## config.mk

```make
export PLATFORM = sky130hd
export DESIGN_NAME = mem_interface
export DESIGN_NICKNAME = d
export VERILOG_FILES = /design/src/rtl/mem_interface.sv
export SDC_FILE = /design/constraint.sdc
export NUM_CORES = 1
export LEC_CHECK = 0
export CAP_MARGIN = 20
export CORE_UTILIZATION = 27
export DETAILED_ROUTE_END_ITERATION = 10
export PLACE_DENSITY_LB_ADDON = 0.08
export SYNTH_ARGS = -nofsm -noshare
export SYNTH_HDL_FRONTEND = slang
export SYNTH_SLANG_ARGS = --single-unit
```

## constraint.sdc

```tcl
create_clock -name clk -period 1.9 [get_ports clk]
set_input_delay 0.285 -clock clk [delete_from_list [all_inputs] [get_ports clk]]
set_output_delay 0.285 -clock clk [all_outputs]
set_load 0.03 [all_outputs]
```

## src/rtl/mem_interface.sv

```systemverilog
// Load/store unit bus adapter: aligns addresses, builds byte enables and lane-replicated
// store data, runs a single outstanding bus access with ack timeout, and extends load data.
module mem_interface #(
    parameter int ACK_TIMEOUT = 255
) (
    input  logic        clk,
    input  logic        reset,
    input  logic [2:0]  mem_read_op,
    input  logic [1:0]  mem_write_op,
    input  logic [31:0] addr,
    input  logic [31:0] wdata,
    output logic [31:0] rdata,
    output logic        stall,
    output logic        misaligned,
    output logic        bus_err,
    output logic        bus_req,
    output logic        bus_we,
    output logic [31:0] bus_addr,
    output logic [3:0]  bus_be,
    output logic [31:0] bus_wdata,
    input  logic [31:0] bus_rdata,
    input  logic        bus_ack
);
    localparam int CW = (ACK_TIMEOUT > 1) ? $clog2(ACK_TIMEOUT) : 1;
    localparam logic [CW-1:0] CNT_LAST = CW'(ACK_TIMEOUT - 1);

    typedef enum logic [1:0] {IDLE, BUSY, DONE} state_t;
    typedef enum logic [1:0] {SZ_B, SZ_H, SZ_W} size_t;
    typedef struct packed {
        logic       is_load;
        logic       sext;
        size_t      size;
        logic [1:0] lane;
    } req_t;

    state_t        state;
    req_t          req;
    logic [CW-1:0] cnt;
    logic          rd_act, wr_act, aligned;
    size_t         size;
    logic [3:0]    be;
    logic [31:0]   wrep, ld_val;
    logic [7:0]    ld_b;
    logic [15:0]   ld_h;

    // Decode the presented op; a valid read masks any simultaneous write.
    always_comb begin
        rd_act = mem_read_op inside {3'b000, 3'b001, 3'b010, 3'b100, 3'b101};
        wr_act = !rd_act && (mem_write_op != 2'b11);
        size   = SZ_B;
        if (rd_act) begin
            case (mem_read_op[1:0])
                2'b01:   size = SZ_H;
                2'b10:   size = SZ_W;
                default: size = SZ_B;
            endcase
        end else begin
            case (mem_write_op)
                2'b01:   size = SZ_H;
                2'b10:   size = SZ_W;
                default: size = SZ_B;
            endcase
        end
        case (size)
            SZ_H: begin
                aligned = !addr[0];
                be      = 4'b0011 << {addr[1], 1'b0};
                wrep    = {2{wdata[15:0]}};
            end
            SZ_W: begin
                aligned = (addr[1:0] == 2'b00);
                be      = 4'b1111;
                wrep    = wdata;
            end
            default: begin
                aligned = 1'b1;
                be      = 4'b0001 << addr[1:0];
                wrep    = {4{wdata[7:0]}};
            end
        endcase
    end

    always_comb begin
        ld_b = bus_rdata[{req.lane, 3'b000} +: 8];
        ld_h = bus_rdata[{req.lane[1], 4'b0000} +: 16];
        case (req.size)
            SZ_B:    ld_val = {{24{req.sext & ld_b[7]}}, ld_b};
            SZ_H:    ld_val = {{16{req.sext & ld_h[15]}}, ld_h};
            default: ld_val = bus_rdata;
        endcase
    end

    assign stall   = !reset && ((state == BUSY) ||
                                (state == IDLE && (rd_act || wr_act) && aligned));
    assign bus_req = (state == BUSY);

    always_ff @(posedge clk) begin
        if (reset) begin
            state      <= IDLE;
            req        <= '0;
            cnt        <= '0;
            rdata      <= '0;
            misaligned <= 1'b0;
            bus_err    <= 1'b0;
            bus_we     <= 1'b0;
            bus_addr   <= '0;
            bus_be     <= '0;
            bus_wdata  <= '0;
        end else begin
            case (state)
                IDLE: begin
                    if (rd_act || wr_act) begin
                        if (aligned) begin
                            state     <= BUSY;
                            cnt       <= '0;
                            bus_we    <= wr_act;
                            bus_addr  <= {addr[31:2], 2'b00};
                            bus_be    <= be;
                            bus_wdata <= wrep;
                            req       <= '{is_load: rd_act, sext: !mem_read_op[2],
                                           size: size, lane: addr[1:0]};
                        end else begin
                            misaligned <= 1'b1;
                        end
                    end
                end
                BUSY: begin
                    cnt <= cnt + 1'b1;
                    // A real ack beats a timeout landing in the same cycle.
                    if (bus_ack) begin
                        state <= DONE;
                        if (req.is_load) rdata <= ld_val;
                    end else if (cnt == CNT_LAST) begin
                        state   <= DONE;
                        bus_err <= 1'b1;
                        if (req.is_load) rdata <= '0;
                    end
                end
                default: state <= IDLE;
            endcase
        end
    end
endmodule

```

# --- Word level (Yosys, flattened, before mapping) ---
# Cells that the tools add are included.
word_totals:
  regBits: 117
  in_bits: 104
  output_inout_bits: 105
  word_cells: 81
classes:
  n_addsub: 1
  n_eq_ne: 17
  shifts: 4
  mux: 19
  bitwise: 4
  n_reduce_logical: 23
op_table:
  columns: ["op", "n"]
  rows:
  - ["32-bit two-way mux", 4]
  - ["32-bit one-hot mux with 2 select lines", 2]
  - ["32-bit by 6-bit indexed part select with 16-bit output", 1]
  - ["32-bit by 6-bit indexed part select with 8-bit output", 1]
  - ["3-bit AND reduction", 6]
  - ["8-bit two-way mux", 2]
  - ["8-bit one-hot mux with 2 select lines", 1]
  - ["2-bit one-hot mux with 2 select lines", 3]
  - ["2-bit by 1-bit equality test with 1-bit output (second input constant)", 5]
  - ["2-bit two-way mux", 5]
  - ["8-bit by 1-bit adder with 8-bit output (second input constant)", 1]
  - ["8-bit equality test (second input constant)", 1]
  - ["4-bit one-hot mux with 2 select lines", 1]
  - ["2-bit equality test (second input constant)", 3]
  - ["3-bit equality test (second input constant)", 2]
  - ["2-bit logical NOT", 3]
  - ["5-bit nonzero test", 1]
  - ["1-bit logical AND", 4]
  - ["1-bit logical NOT", 4]
  - ["2-bit inequality test (second input constant)", 2]
  - ["2-bit nonzero test", 2]
  - ["1-bit by 2-bit left shift with 4-bit output (first input constant)", 1]
  - ["2-bit by 2-bit left shift with 4-bit output (first input constant)", 1]
  - ["3-bit by 1-bit equality test with 1-bit output (second input constant)", 1]
  - ["other kinds (8)", 11]

# --- Longest topological paths before layout ---
logic_depth:
  word_depth: 9
  ltp_mapped: 11

# --- Worst setup path after synthesis ---
# OpenSTA, ideal clock, no wires.
synth_path:
  kind: "input port to output port"
  start: "input port mem_write_op[1]"
  end: "output port stall"
  t_arrival_ns: 1.827
  path_slack_ns: -0.212
  stages: 7
  n_path_buf: 0
  path_cell_list: "nand2b_1 a21oi_1 inv_1 ha_1 o31ai_1 a21o_1 nor2_1"
synth_between:
  elab_chain_len: 8
  elab_cells_between_ends: 14
  cone_classes: "5 x eq/ne; 3 x mux; 6 x reduce/logical"
synth_lines:
  columns: ["element", "line_no", "text"]
  rows:
  - ["start: declaration", "9", "input logic [1:0] mem_write_op,"]
  - ["2-bit equality test / 2-bit by 1-bit equality test with 1-bit output (equally long branches)", "58", "case (mem_write_op)"]
  - ["2-bit one-hot mux with 2 select lines *", "58", null]
  - ["2-bit two-way mux *", "51", "if (rd_act) begin"]
  - ["via size[0]", "40", "size_t size;"]
  - ["2-bit equality test / 2-bit by 1-bit equality test with 1-bit output (equally long branches)", "64", "case (size)"]
  - ["1-bit one-hot mux with 2 select lines *", "64", null]
  - ["1-bit logical AND *", "94", "(state == IDLE && (rd_act || wr_act) && aligned));"]
  - ["1-bit logical OR *", "93", "assign stall = !reset && ((state == BUSY) ||"]
  - ["1-bit logical AND *", "93", null]
  - ["end: declaration", "13", "output logic stall,"]
# The timed path passes the listed nets; every way through them passes the cells marked *.

# --- Worst setup path in the final report ---
layout_path:
  start: "input port addr[0]"
  end: "output port stall"
layout_between:
  elab_chain_len: 5
  elab_cells_between_ends: 6
  cone_classes: "1 x mux; 5 x reduce/logical"
layout_lines:
  columns: ["element", "line_no", "text"]
  rows:
  - ["start: declaration", "10", "input logic [31:0] addr,"]
  - ["2-bit logical NOT / 1-bit logical NOT (equally long branches)", "71, 66", null]
  - ["1-bit one-hot mux with 2 select lines *", "64", null]
  - ["1-bit logical AND *", "94", null]
  - ["1-bit logical OR *", "93", null]
  - ["1-bit logical AND *", "93", null]
# Every way passes the cells marked *; elsewhere a longest branch is shown, timed or not.

==> impl_metrics.toml <==
[run_status]
status = "complete, but fails checks"
failed_checks = "negative setup slack"

[layout]
antenna_cells = 0
seq_area_sq_um = 2340
layout-drive-gt1-share_pct = 16.1
fillCellCount = 1748
nets = 908
area_delta_synth_final_pct = 64.0
finish.instance_area_sq_um = 8390
multi_input_area_sq_um = 2620

[placement]
place.gp.congestion = 0.798
post_dp_cell_area_sq_um = 7660
place_ws_ns = -0.852
port_buffers = 206
hpwl_mm = 12.4

[hold_path]
worstHoldStart = "mem_read_op[2]"
min_path_cells = 3
hold_end = "req[4]"
hold_path.class = "in -> reg"

[logic_synthesis]
async_reset_ff_share_pct = 0
netlist_instances = 571
yosys.area.top_type_share_pct = 45.8
synth_area_per_cell_sq_um = 8.96
synthFlopType = "dfxtp_1"
yosysSeqAreaShare_pct = 45.8
synth_fa_ha_area_share_pct = 0.978
yosysTopAreaCell = "dfxtp_1"
synth-seq-cells = 117
synth-simple-area-share_pct = 17.7
synth-compound-area-share_pct = 23.8
synth.area.mux_share_pct = 5.40
synth_area_leaders = "dfxtp_1, nand2_1, a21oi_1"
syn_area_sq_um = 5120
synth.distinct_cells = 52
synth_warnings = 0
synth_top_family_by_area = "compound AO/OA/AOI/OAI gates"
synth_xor_area_share_pct = 0.513
synth_edf_count = 0

[drt]
route.detailed.drc = 0
dr.pass1.iters = 4
vias = 5140
drt-total-wl_mm = 17.2
viasPerCell = 4.93
ant_nets = 0
first_iter_violations = 254
wl_per_cell_um = 16.5

[clocking]
clockBufferDepth = 2
clk_pin_slew_ns = 0.05
clk_latency_ns = 0.41
cts_tree = "built"
h-tree-depth = 4
holdBufCountCts = 0
clockRootBuffer = "clkbuf_16"
cts.sinks = 117
cts_buffers = 17

[sta]
period_share_pct = 103
hold_viol = 0
fin_crit_ns = 1.96
finClkSkew_ns = 0.00889
finalWorstSetupSlack_ns = -0.0561
setup_viol_count_final = 1
fmax_mhz = 511
rsz0062_at_grt = "true"
final_max_slew_viol_count = 0

[worst_setup_path]
regToRegEndpoint = "rdata[21]"
cp_max_fo = 3
rr_startpoint = "cnt[3]"
r2r_slack_ns = 0.13
critPathLaunchType = "input pin"
end_kind = "primary output"
rr_worst_depth = 6
path_class = "in -> out"
crit_required_ns = 1.62
critPathArrivalTime_ns = 1.67

[grt]
grt_first_pass_wirelength_mm = 27.2
overflow = 0
antenna_found_initial = 0
grt_max_degree = 84
grt_pass1_vias = 5069
grt_util_all_layers_pct = 17.9

[power]
power_leakage_uw = 0.00324
switchingPower_uw = 2510
intPower_uw = 5950
swShare_pct = 29.7
cellPowerDensity_nw_per_um2 = 1010
seqPwrFrac_pct = 33.2
pwr-share-clk_pct = 40.0
peakVddDrop_mv = 0.597
p_comb_share_pct = 26.8

[floorplan]
initial_utilization_pct = 28.0
io_pins = 209
die_w_um = 140
fp.coreArea_sq_um = 18300
die_area_sq_um = 19500
die_h_um = 140
core.rowCount = 49

[run]
cap_violations = 0
critical path, cell delays in order:
cell             delay [ns]
clkdlybuf4s50_1        0.54
nor3b_4                0.29
o31ai_4                0.08
a21o_1                 0.21
nor2_2                 0.12
buf_6                  0.14
synthesized netlist by cell type (2+ instances only):
cell and n:
a211oi_1 9, a21o_1 8, a21oi_1 66, a21oi_4 2
a221o_1 31, a221oi_1 10, a22oi_1 7, a31oi_1 2
and2_1 2, and3_1 8, buf_2 17, buf_4 3
buf_6 7, clkbuf_1 19, dfxtp_1 117, ha_1 4
inv_1 8, mux2_2 7, mux2i_1 4, mux4_2 7
nand2_1 117, nand2b_1 5, nand4_1 3, nor2_1 26
nor2b_1 7, nor3_1 19, o211ai_1 9, o21ai_0 18
o31ai_1 2, or3_1 3, xnor2_1 3
area by class of cell:
cell class | count | share of cell area, %
clock inverters | 10 | 1.82
repair buffers | 256 | 29.7
well taps | 229 | 3.41
inverters | 9 | 0.418
multi-input cells | 399 | 31.2
clock buffers | 22 | 5.53
flip-flops and latches | 117 | 27.9
cells in the final DEF, fill, tap and decap left out, types with 3 or more instances in the layout:
master           Yosys  layout
xnor2_1              3       3
nor2b_1              7       5
buf_12               0       6
nor3_1              19      19
a21o_1               8       8
a21oi_1             66      64
nor2_1              26      23
clkbuf_16            0      17
mux4_2               7       7
o211ai_1             9       9
clkdlybuf4s50_1      0     198
or3_1                3       3
clkinv_2             0       6
a211oi_1             9       9
a221oi_1            10      10
buf_4                3      44
clkbuf_1            19       3
o21ai_0             18      17
buf_2               17       3
nand4_1              3       3
a22oi_1              7       7
and3_1               8       8
inv_1                8       6
bufinv_16            0       4
a221o_1             31      31
nand2_1            117     117
a21oi_4              2       4
nand2b_1             5       3
mux2_2               7       7
mux2i_1              4       3
dfxtp_1            117     116
metal layers:
layer  GRT usage [%]  routed length [um]
met1            22.7                7670
met3            7.57                1640
met5               0                   0
met2            26.7                7630
met4            6.71                 274
worst max path at each step:
| stage | from | to | slack [ns] | cells after the start |
|---|---|---|---|---|
| 2_1_floorplan | mem_write_op[1] | bus_wdata[0] | -0.004 | 11 |
| 3_3_place_gp | mem_read_op[2] | cnt[7] | -0.78 | 9 |
| 3_5_place_dp | mem_read_op[2] | cnt[7] | -0.85 | 9 |
| 4_1_cts | mem_write_op[1] | stall | -0.19 | 10 |
| 5_1_grt | mem_write_op[1] | stall | -0.11 | 9 |
| 6_report | addr[0] | stall | -0.06 | 6 |
state kept, by name, summed over array words and instances, names as in the netlist:
name,cells
bus_wdata,32
rdata,32
bus_addr,30
cnt,8
req,6
bus_be,4
state,2
bus_err,1
bus_we,1
misaligned,1
per-stage QoR:
stage               util [%]  std cells  hold WS (ns)  TNS [ns]  power, uW
finish                  45.9       1042         0.266   -0.0561       8460
global route            45.9       1042         0.289    -0.579       8860
CTS                     45.5       1040         0.222    -0.267       8540
detailed placement      41.9       1007         0.436    -64.13       5090
global placement        41.9       1007         0.436    -60.58       5070
floorplan                  -        572         0.381    -0.105       4100
what timing repair did:
| item | in CTS | in global routing |
|---|---|---|
| setup buffers | 1 | 2 |
| setup endpoints to repair | 84 | 76 |
| pin swaps | 6 | 6 |
| resized for setup | 33 | 14 |
power by group through the flow:
stage | sequential [uW] | combinational (uW) | clock [uW]
2_1_floorplan | 3230 | 872 | 0
3_3_place_gp | 2850 | 2220 | 0
3_5_place_dp | 2860 | 2240 | 0
4_1_cts | 2810 | 2260 | 3480
5_1_grt | 2840 | 2440 | 3580
6_report | 2810 | 2260 | 3380
logic make-up after synthesis:
kind of cell             Yosys count
AO/OA/AOI/OAI                    172
buffers and inverters             56
multiplexers                      18
adder cells (fa/ha/maj)            4
flip-flops                       117
other                              1
XOR/XNOR                           3
AND/OR/NAND/NOR                  200
Power figures use the tool's default switching activity.
